<file path="src/rtl/mac_cfg_pkg.sv">
// Shared constants for the MAC AXI-lite configuration sequencer: register map,
// write-table contents, FSM state encodings and response codes.
package mac_cfg_pkg;

    localparam logic [2:0] StIdle    = 3'd0;
    localparam logic [2:0] StStartup = 3'd1;
    localparam logic [2:0] StWrReq   = 3'd2;
    localparam logic [2:0] StWrResp  = 3'd3;
    localparam logic [2:0] StRdReq   = 3'd4;
    localparam logic [2:0] StRdResp  = 3'd5;
    localparam logic [2:0] StDone    = 3'd6;
    localparam logic [2:0] StError   = 3'd7;

    localparam logic [1:0] RESP_OKAY = 2'b00;

    localparam logic [11:0] ADDR_MDIO_CFG  = 12'h500;
    localparam logic [11:0] ADDR_RX_CFG    = 12'h404;
    localparam logic [11:0] ADDR_TX_CFG    = 12'h408;
    localparam logic [11:0] ADDR_FLOW_CTRL = 12'h40C;
    localparam logic [11:0] ADDR_SPEED_CFG = 12'h410;

    localparam logic [31:0] DATA_MDIO_CFG  = 32'h0000_0068;
    localparam logic [31:0] DATA_RX_CFG    = 32'h1000_0000;
    localparam logic [31:0] DATA_TX_CFG    = 32'h1000_0000;
    localparam logic [31:0] DATA_FLOW_CTRL = 32'h0000_0000;

    // Index of the speed write; the table is walked 0..LAST_IDX.
    localparam logic [2:0] LAST_IDX = 3'd4;

    function automatic logic [11:0] wr_addr(input logic [2:0] idx);
        logic [11:0] addr;
        case (idx)
            3'd0:    addr = ADDR_MDIO_CFG;
            3'd1:    addr = ADDR_RX_CFG;
            3'd2:    addr = ADDR_TX_CFG;
            3'd3:    addr = ADDR_FLOW_CTRL;
            default: addr = ADDR_SPEED_CFG;
        endcase
        return addr;
    endfunction

    function automatic logic [31:0] wr_data(input logic [2:0] idx, input logic [1:0] speed);
        logic [31:0] data;
        case (idx)
            3'd0:    data = DATA_MDIO_CFG;
            3'd1:    data = DATA_RX_CFG;
            3'd2:    data = DATA_TX_CFG;
            3'd3:    data = DATA_FLOW_CTRL;
            default: data = {speed, 30'b0};
        endcase
        return data;
    endfunction

endpackage

</file>
<file path="src/rtl/syn_block.sv">
// Two-flop synchronizer with enable; brings an asynchronous level into the clk domain.
module syn_block #(
    parameter int unsigned WIDTH = 1
) (
    input  logic             clk,
    input  logic             resetn,
    input  logic             en,
    input  logic [WIDTH-1:0] d,
    output logic [WIDTH-1:0] q
);

    logic [WIDTH-1:0] meta;
    logic [WIDTH-1:0] sync;

    always_ff @(posedge clk) begin
        if (!resetn) begin
            meta <= '0;
            sync <= '0;
        end else if (en) begin
            meta <= d;
            sync <= meta;
        end
    end

    assign q = sync;

endmodule

</file>
<file path="src/rtl/mac_axil_config.sv">
// Configures the Ethernet MAC over AXI-lite after PHY release, verifies the speed
// register by read-back, and re-programs it whenever speed_sel changes.
module mac_axil_config
    import mac_cfg_pkg::*;
#(
    parameter int unsigned STARTUP_CYCLES = 1000,
    parameter int unsigned TIMEOUT_CYCLES = 1024
) (
    input  logic        s_axi_clk,
    input  logic        s_axi_resetn,
    input  logic        phy_resetn,
    input  logic [1:0]  speed_sel,
    output logic [11:0] m_axi_awaddr,
    output logic        m_axi_awvalid,
    input  logic        m_axi_awready,
    output logic [31:0] m_axi_wdata,
    output logic        m_axi_wvalid,
    input  logic        m_axi_wready,
    input  logic [1:0]  m_axi_bresp,
    input  logic        m_axi_bvalid,
    output logic        m_axi_bready,
    output logic [11:0] m_axi_araddr,
    output logic        m_axi_arvalid,
    input  logic        m_axi_arready,
    input  logic [31:0] m_axi_rdata,
    input  logic [1:0]  m_axi_rresp,
    input  logic        m_axi_rvalid,
    output logic        m_axi_rready,
    output logic        cfg_done,
    output logic        cfg_error
);

    localparam int unsigned SCW = $clog2(STARTUP_CYCLES + 1);
    localparam int unsigned TW  = $clog2(TIMEOUT_CYCLES + 1);
    localparam logic [SCW-1:0] STARTUP_LAST = SCW'(STARTUP_CYCLES - 1);
    localparam logic [TW-1:0]  TIMER_LAST   = TW'(TIMEOUT_CYCLES - 1);

    logic           phy_rel;
    logic [2:0]     state;
    logic [SCW-1:0] startup_cnt;
    logic [TW-1:0]  timer;
    logic [2:0]     idx;
    logic [2:0]     idx_next;
    logic [1:0]     speed_reg;
    logic           aw_done;
    logic           w_done;
    logic           aw_fire;
    logic           w_fire;
    logic           timed_out;
    logic           rd_match;
    logic           go_error;
    logic           unused_rdata;

    syn_block #(
        .WIDTH (1)
    ) u_phy_sync (
        .clk    (s_axi_clk),
        .resetn (s_axi_resetn),
        .en     (1'b1),
        .d      (phy_resetn),
        .q      (phy_rel)
    );

    assign aw_fire      = m_axi_awvalid & m_axi_awready;
    assign w_fire       = m_axi_wvalid & m_axi_wready;
    assign idx_next     = idx + 3'd1;
    assign timed_out    = (timer >= TIMER_LAST);
    assign rd_match     = (m_axi_rresp == RESP_OKAY) && (m_axi_rdata[31:30] == speed_reg);
    assign unused_rdata = ^m_axi_rdata[29:0];

    // A closing response in the same cycle as the last timer tick still wins.
    always_comb begin
        go_error = 1'b0;
        case (state)
            StWrReq:  go_error = timed_out;
            StWrResp: go_error = m_axi_bvalid ? (m_axi_bresp != RESP_OKAY) : timed_out;
            StRdReq:  go_error = timed_out;
            StRdResp: go_error = m_axi_rvalid ? !rd_match : timed_out;
            default:  go_error = 1'b0;
        endcase
    end

    always_ff @(posedge s_axi_clk) begin
        if (!s_axi_resetn) begin
            state         <= StIdle;
            startup_cnt   <= '0;
            timer         <= '0;
            idx           <= '0;
            speed_reg     <= '0;
            aw_done       <= 1'b0;
            w_done        <= 1'b0;
            m_axi_awaddr  <= '0;
            m_axi_awvalid <= 1'b0;
            m_axi_wdata   <= '0;
            m_axi_wvalid  <= 1'b0;
            m_axi_bready  <= 1'b0;
            m_axi_araddr  <= '0;
            m_axi_arvalid <= 1'b0;
            m_axi_rready  <= 1'b0;
            cfg_done      <= 1'b0;
            cfg_error     <= 1'b0;
        end else begin
            case (state)
                StIdle: begin
                    if (phy_rel) begin
                        state       <= StStartup;
                        startup_cnt <= '0;
                    end
                end
                StStartup: begin
                    if (startup_cnt == STARTUP_LAST) begin
                        speed_reg     <= speed_sel;
                        idx           <= '0;
                        state         <= StWrReq;
                        timer         <= '0;
                        m_axi_awaddr  <= wr_addr(3'd0);
                        m_axi_wdata   <= wr_data(3'd0, speed_sel);
                        m_axi_awvalid <= 1'b1;
                        m_axi_wvalid  <= 1'b1;
                        aw_done       <= 1'b0;
                        w_done        <= 1'b0;
                    end else begin
                        startup_cnt <= startup_cnt + 1'b1;
                    end
                end
                StWrReq: begin
                    timer <= timer + 1'b1;
                    if (aw_fire) begin
                        m_axi_awvalid <= 1'b0;
                        aw_done       <= 1'b1;
                    end
                    if (w_fire) begin
                        m_axi_wvalid <= 1'b0;
                        w_done       <= 1'b1;
                    end
                    if ((aw_done || aw_fire) && (w_done || w_fire)) begin
                        state        <= StWrResp;
                        m_axi_bready <= 1'b1;
                    end
                end
                StWrResp: begin
                    timer <= timer + 1'b1;
                    if (m_axi_bvalid && (m_axi_bresp == RESP_OKAY)) begin
                        m_axi_bready <= 1'b0;
                        timer        <= '0;
                        if (idx == LAST_IDX) begin
                            state         <= StRdReq;
                            m_axi_araddr  <= ADDR_SPEED_CFG;
                            m_axi_arvalid <= 1'b1;
                        end else begin
                            idx           <= idx_next;
                            state         <= StWrReq;
                            m_axi_awaddr  <= wr_addr(idx_next);
                            m_axi_wdata   <= wr_data(idx_next, speed_reg);
                            m_axi_awvalid <= 1'b1;
                            m_axi_wvalid  <= 1'b1;
                            aw_done       <= 1'b0;
                            w_done        <= 1'b0;
                        end
                    end
                end
                StRdReq: begin
                    timer <= timer + 1'b1;
                    if (m_axi_arready) begin
                        m_axi_arvalid <= 1'b0;
                        m_axi_rready  <= 1'b1;
                        state         <= StRdResp;
                    end
                end
                StRdResp: begin
                    timer <= timer + 1'b1;
                    if (m_axi_rvalid && rd_match) begin
                        m_axi_rready <= 1'b0;
                        cfg_done     <= 1'b1;
                        state        <= StDone;
                    end
                end
                StDone: begin
                    if (!phy_rel) begin
                        state     <= StIdle;
                        cfg_done  <= 1'b0;
                        cfg_error <= 1'b0;
                    end else if (speed_sel != speed_reg) begin
                        // Only the speed register and its read-back are repeated.
                        speed_reg     <= speed_sel;
                        cfg_done      <= 1'b0;
                        idx           <= LAST_IDX;
                        state         <= StWrReq;
                        timer         <= '0;
                        m_axi_awaddr  <= ADDR_SPEED_CFG;
                        m_axi_wdata   <= {speed_sel, 30'b0};
                        m_axi_awvalid <= 1'b1;
                        m_axi_wvalid  <= 1'b1;
                        aw_done       <= 1'b0;
                        w_done        <= 1'b0;
                    end
                end
                StError: begin
                    m_axi_awvalid <= 1'b0;
                    m_axi_wvalid  <= 1'b0;
                    m_axi_bready  <= 1'b0;
                    m_axi_arvalid <= 1'b0;
                    m_axi_rready  <= 1'b0;
                    if (!phy_rel) begin
                        state     <= StIdle;
                        cfg_done  <= 1'b0;
                        cfg_error <= 1'b0;
                    end
                end
                default: state <= StIdle;
            endcase

            // Fault exit drops every handshake signal, even mid-transfer.
            if (go_error) begin
                state         <= StError;
                cfg_error     <= 1'b1;
                cfg_done      <= 1'b0;
                m_axi_awvalid <= 1'b0;
                m_axi_wvalid  <= 1'b0;
                m_axi_bready  <= 1'b0;
                m_axi_arvalid <= 1'b0;
                m_axi_rready  <= 1'b0;
            end
        end
    end

endmodule

</file>
<file path="config.mk">
export PLATFORM = sky130hd
export DESIGN_NAME = mac_axil_config
export DESIGN_NICKNAME = d
export VERILOG_FILES = /design/src/rtl/mac_cfg_pkg.sv /design/src/rtl/syn_block.sv /design/src/rtl/mac_axil_config.sv
export SDC_FILE = /design/constraint.sdc
export NUM_CORES = 1
export LEC_CHECK = 0
export CORE_ASPECT_RATIO = 0.9
export CORE_MARGIN = 2
export CORE_UTILIZATION = 41
export CTS_CLUSTER_SIZE = 25
export DETAILED_ROUTE_END_ITERATION = 8
export PLACE_DENSITY = 0.77
export SETUP_SLACK_MARGIN = 0.1
export SLEW_MARGIN = 0
export SYNTH_ARGS = -nofsm -noshare
export SYNTH_HDL_FRONTEND = slang
export SYNTH_SLANG_ARGS = --single-unit
</file>
<file path="constraint.sdc">
create_clock -name s_axi_clk -period 2.64 [get_ports s_axi_clk]
set_clock_uncertainty 0.15 [all_clocks]
set_input_delay 0.528 -clock s_axi_clk [delete_from_list [all_inputs] [get_ports s_axi_clk]]
set_output_delay 0.528 -clock s_axi_clk [all_outputs]
set_load 0.02 [all_outputs]
</file>
==> results.md, run 1 <==
Pwr:
- The internal power of the cells totals 1.49 mW.
- Per report_power, the sequential group accounts for 38.6% of the total.
- In this run the power spent charging and discharging nets is 0.892 mW.
- After layout, the design draws a total of 2.38 mW.
- The static leakage is 1.53 nW.
- The relative contribution of the clock network to total power is 20.2%.
- Per report_power, the combinational group accounts for 41.2% of the total.
- Across the VDD grid, the largest voltage drop is 453 uV.
- The share of total power consumed by net switching is 37.5%.
- The ratio of total power to cell area is 659 nW/um^2.

Setup path:
- The kind of cell with the highest combined delay along the critical path is compound AO/OA/AOI/OAI gates.
- By startpoint and endpoint, the worst setup path is classified as in2reg.
- Along the worst path, the maximum fanout reaches 3.
- Walking the worst path, the cells encountered are clkdlybuf4s50_1, or3b_4, o311ai_4, o2111a_1, o21ai_1, o31a_1, o22ai_1.
- For the worst setup path, the data arrival time is 2.57 ns.
- STA classifies the critical path endpoint as a register.
- The startpoint of the worst-slack reg-to-reg timing path is idx[0].
- The slowest stage of the critical path is the clkdlybuf4s50_1 cell.
- The first element of the critical path is m_axi_rvalid.
- The sum of buffers and inverters on the critical path is 1.
- For this run, the slowest stage of the critical path takes 0.50 ns.
- STA classifies the critical path startpoint as an input pin.
- The critical path required time is 2.73 ns.

Floorplan:
- The die area is 8030 sq um.
- From bottom edge to top edge, the die measures 85.2 microns.
- The core footprint is 7080 sq um.
- The floorplan step set the die width to 94.2 microns.
- For this configuration, the core starts out at a cell density of 42.4%.
- The count of pins on the block boundary is 109.
- After floorplanning, the core was divided into 29 placement rows.

Route:
- Summed over all nets, wire length on met3 after detailed routing comes to 408 microns.
- The remaining routing DRC violations is 0.
- In the final routing, the length of wire on met1 measures 3.12 mm.
- The final routed wirelength across all metal layers is 6.60 mm.
- The violation count after the first detailed-route iteration is 143.
- The first TritonRoute pass finished after 4 iterations.
- The number of antenna-violating nets in the routed design is 0.
- The top routing layer in use is met4.
- The detailed-routed wire length on met2 is 2.99 mm.
- Dividing the detail-routed wire length by the instance count gives 12.9 microns.
- The via count is 2,535.
- The number of vias per cell after detailed routing is 4.96.

STA:
- Timing would allow up to 404 MHz.
- The final max-slew violation count is 0.
- The transition at the pin with the smallest max-transition slack is 0.547 ns.
- Setup violations remaining at the end of the flow were counted as 0.
- In the final timing run, aggregate negative setup slack is 0 ns.
- Setup repair after global routing could not meet its margin everywhere.
- The final hold violation count was 0.
- In this run the tightest slew margin relative to its limit is 63.5%.
- In the finished design, the share of the clock period the worst path needs comes to 93.8%.
- Across all setup checks in the final design, the least slack found is 0.165 ns.
- The clock period minus worst slack is 2.48 ns.

Yosys:
- Yosys mapped a number of flops with a built-in enable equal to 0.
- The combinational family with the most area after synthesis is simple AND/OR/NAND/NOR gates.
- The top flip-flop cell by instance count after synthesis is dfxtp_1.
- The share of synthesized cell area in and, or, nand and nor gates is 22.4%.
- The adder and majority cell fraction of the synthesized area is 2.92%.
- Each instance of the synthesized netlist takes up on average 8.30 sq um.
- The synthesized netlist contains 58 unique library cells.
- The number of warning messages in the yosys log is 0.
- After synthesis, flip-flops and latches occupy 33.3% of the total area.
- The mux cell area share after synthesis is 1.67%.
- In the synthesized netlist, the number of instances is 362.
- Summing the areas of all compound-gate instances in the mapped netlist gives 18.8% of the synthesized area.
- The total standard cell area after synthesis is 3000 sq um.
- In the synthesized netlist the async set-or-reset flop fraction comes to 0%.
- The flop and latch count out of synthesis is 50.
- The xor and xnor fraction of the mapped netlist area is 6.13%.

Clock network:
- The clock-pin transition on the worst setup and hold timing paths is 0.09 ns.
- The CTS tree is done.
- The later pin in the worst-skew pair is clocked with a latency of 0.31 ns.
- In this run the deepest clock path goes through 2 buffers.
- The clock root buffer is clkbuf_8.
- The H-tree level count is 2.
- The clock net in this run drives a total of 50 sinks.
- Clock tree synthesis inserted a total of 5 buffers.

Placed design:
- The final HPWL from detailed placement is 5.03 mm.
- After detailed placement, the total cell area comes to 3470 sq um.
- The congestion estimate from routability-driven global placement came to 0.913.
- Prior to clock tree synthesis, the placed netlist has a worst setup slack of -0.357 ns.
- The count of port buffers added during placement is 35.

Cells and area:
- Once layout is done, the placed cells without fillers occupy 3610 sq um.
- The register with the most flip-flops in the layout has 11 of them.
- The largest registers in the layout are timer (11), startup_cnt (10), m_axi_awaddr (5).
- The fraction of layout cells with a size suffix above 1 is 12.9%.
- In the final design database the tool counted 470 nets.
- The repair_antennas step left the layout with diodes totalling 0.
- The post-synthesis to final-layout area growth is 20.2%.
- The register with the most flip-flops is timer.
- The utilization after layout is 51.0%.

Run status:
- The run finished with clean final reports.

Global routing:
- The number of global-route vias before repair is 2,362.
- The number of antenna violations at the first check in global routing is 0.
- The first-pass GRT wire length is 11.0 mm.
- In the global route stage, overall resource usage came out at 17.0%.
- The maximum number of pins on one net before global-route repair is 18.
- For this run the aggregate overflow at the end of global routing stands at 0.

Job:
- Max-cap violations in this run came to 0.

Worst hold path:
- The tightest min-delay check is of the reg2reg type.
- The launch point of the worst hold path is u_phy_sync.meta.
cell type report:
class,instances,area [sq um]
Fill cell,675,3470
Tap cell,93,116
Inverter,10,37.5
Multi-Input combinational cell,283,1770
Clock buffer,7,86.3
Timing Repair Buffer,67,588
Sequential cell,50,1000
Clock inverter,1,8.76
logic make-up after synthesis:
family / count (synthesis)
fa+ha+maj: 7
xor+xnor: 21
flops: 50
buf+inv: 71
compound gates: 77
other cells: 1
simple gates: 130
mux: 5
power by group through the flow:
stage | combinational [mW] | sequential (mW) | clock [mW]
after floorplan | 0.609 | 0.965 | 0
after global placement | 0.941 | 0.926 | 0
after detailed placement | 0.955 | 0.931 | 0
after CTS | 0.973 | 0.916 | 0.494
after global routing | 1.07 | 0.932 | 0.521
final | 0.980 | 0.918 | 0.481
path summary, 6_finish.rpt:
kind                endpoint  slack [ns]  cells past startpoint
min             u_phy_sync.q        0.31                      1
max                 state[2]        0.16                      7
max reg2reg  m_axi_awaddr[3]        0.24                      7
min reg2reg     u_phy_sync.q        0.31                      1
per-stage QoR:
stage          hold slack, ns  instances
3_3_place_gp            0.284        501
5_1_grt                 0.334        511
3_5_place_dp            0.293        501
4_1_cts                 0.314        510
2_1_floorplan           0.262        404
6_report                0.311        511
layout by cell type, fill, tap and decap left out, drive strengths merged, types with 3 or more instances in the layout:
| cell | synthesis | layout |
|---|---|---|
| a221o | 4 | 4 |
| xnor2 | 8 | 8 |
| o31ai | 5 | 5 |
| nand4 | 5 | 5 |
| inv | 10 | 11 |
| dfxtp | 50 | 50 |
| mux2i | 5 | 5 |
| nor3 | 5 | 5 |
| nand2b | 3 | 3 |
| clkbuf | 13 | 7 |
| ha | 7 | 7 |
| nand3 | 8 | 8 |
| nor2b | 5 | 5 |
| or4 | 5 | 5 |
| buf | 48 | 32 |
| xor2 | 13 | 13 |
| or3 | 5 | 5 |
| nor2 | 32 | 32 |
| a21boi | 10 | 10 |
| o211a | 4 | 4 |
| conb | 1 | 43 |
| and3 | 6 | 6 |
| a21oi | 15 | 15 |
| and2 | 6 | 6 |
| nand2 | 39 | 39 |
| o22ai | 3 | 3 |
| o21ai | 13 | 13 |
| clkdlybuf4s50 | 0 | 33 |
metal layers:
metal,GRT usage (%),vias to the layer above
met5,0,-
met3,4.97,11
met1,23.4,1165
li1,-,1287
met2,26.3,72
met4,4.08,0
synthesized netlist by cell type, drive strengths merged, types with 4 or more instances:
master,instances,share of area [%]
a21oi,15,2.5
o31ai,5,1.7
or4,5,1.3
and2,6,1.3
o21ai,13,2.2
a21boi,10,2.5
nor3,5,0.83
nor2b,5,1.0
nor2,32,4.0
and3,6,1.3
xor2,13,3.8
a221o,4,1.3
xnor2,8,2.3
or3,5,1.0
dfxtp,50,33
o211a,4,1.3
inv,10,1.3
buf,48,12
nand2,39,5.0
nand3,8,1.3
nand4,5,1.2
clkbuf,13,1.6
mux2i,5,1.7
ha,7,2.9
what timing repair did:
| item | in CTS | in global routing |
|---|---|---|
| setup endpoints to repair | 12 | 10 |
| gates cloned | 0 | 0 |
| hold buffers | 0 | 0 |
| buffers inserted | 1 | 1 |
| resized for setup | 8 | 1 |
| pin swaps | 6 | 3 |
(Power assumes the default switching activity.)
==> run 2: changes to the inputs <==
--- a/config.mk
+++ b/config.mk
@@ -12,7 +12,7 @@
 export DETAILED_ROUTE_END_ITERATION = 8
 export PLACE_DENSITY = 0.77
 export SETUP_SLACK_MARGIN = 0.1
-export SLEW_MARGIN = 0
+export SLEW_MARGIN = 20
 export SYNTH_ARGS = -nofsm -noshare
 export SYNTH_HDL_FRONTEND = slang
 export SYNTH_SLANG_ARGS = --single-unit
==> results of run 2 <==
Same layout as run 1: the final DEF is identical, and so are final timing and power.
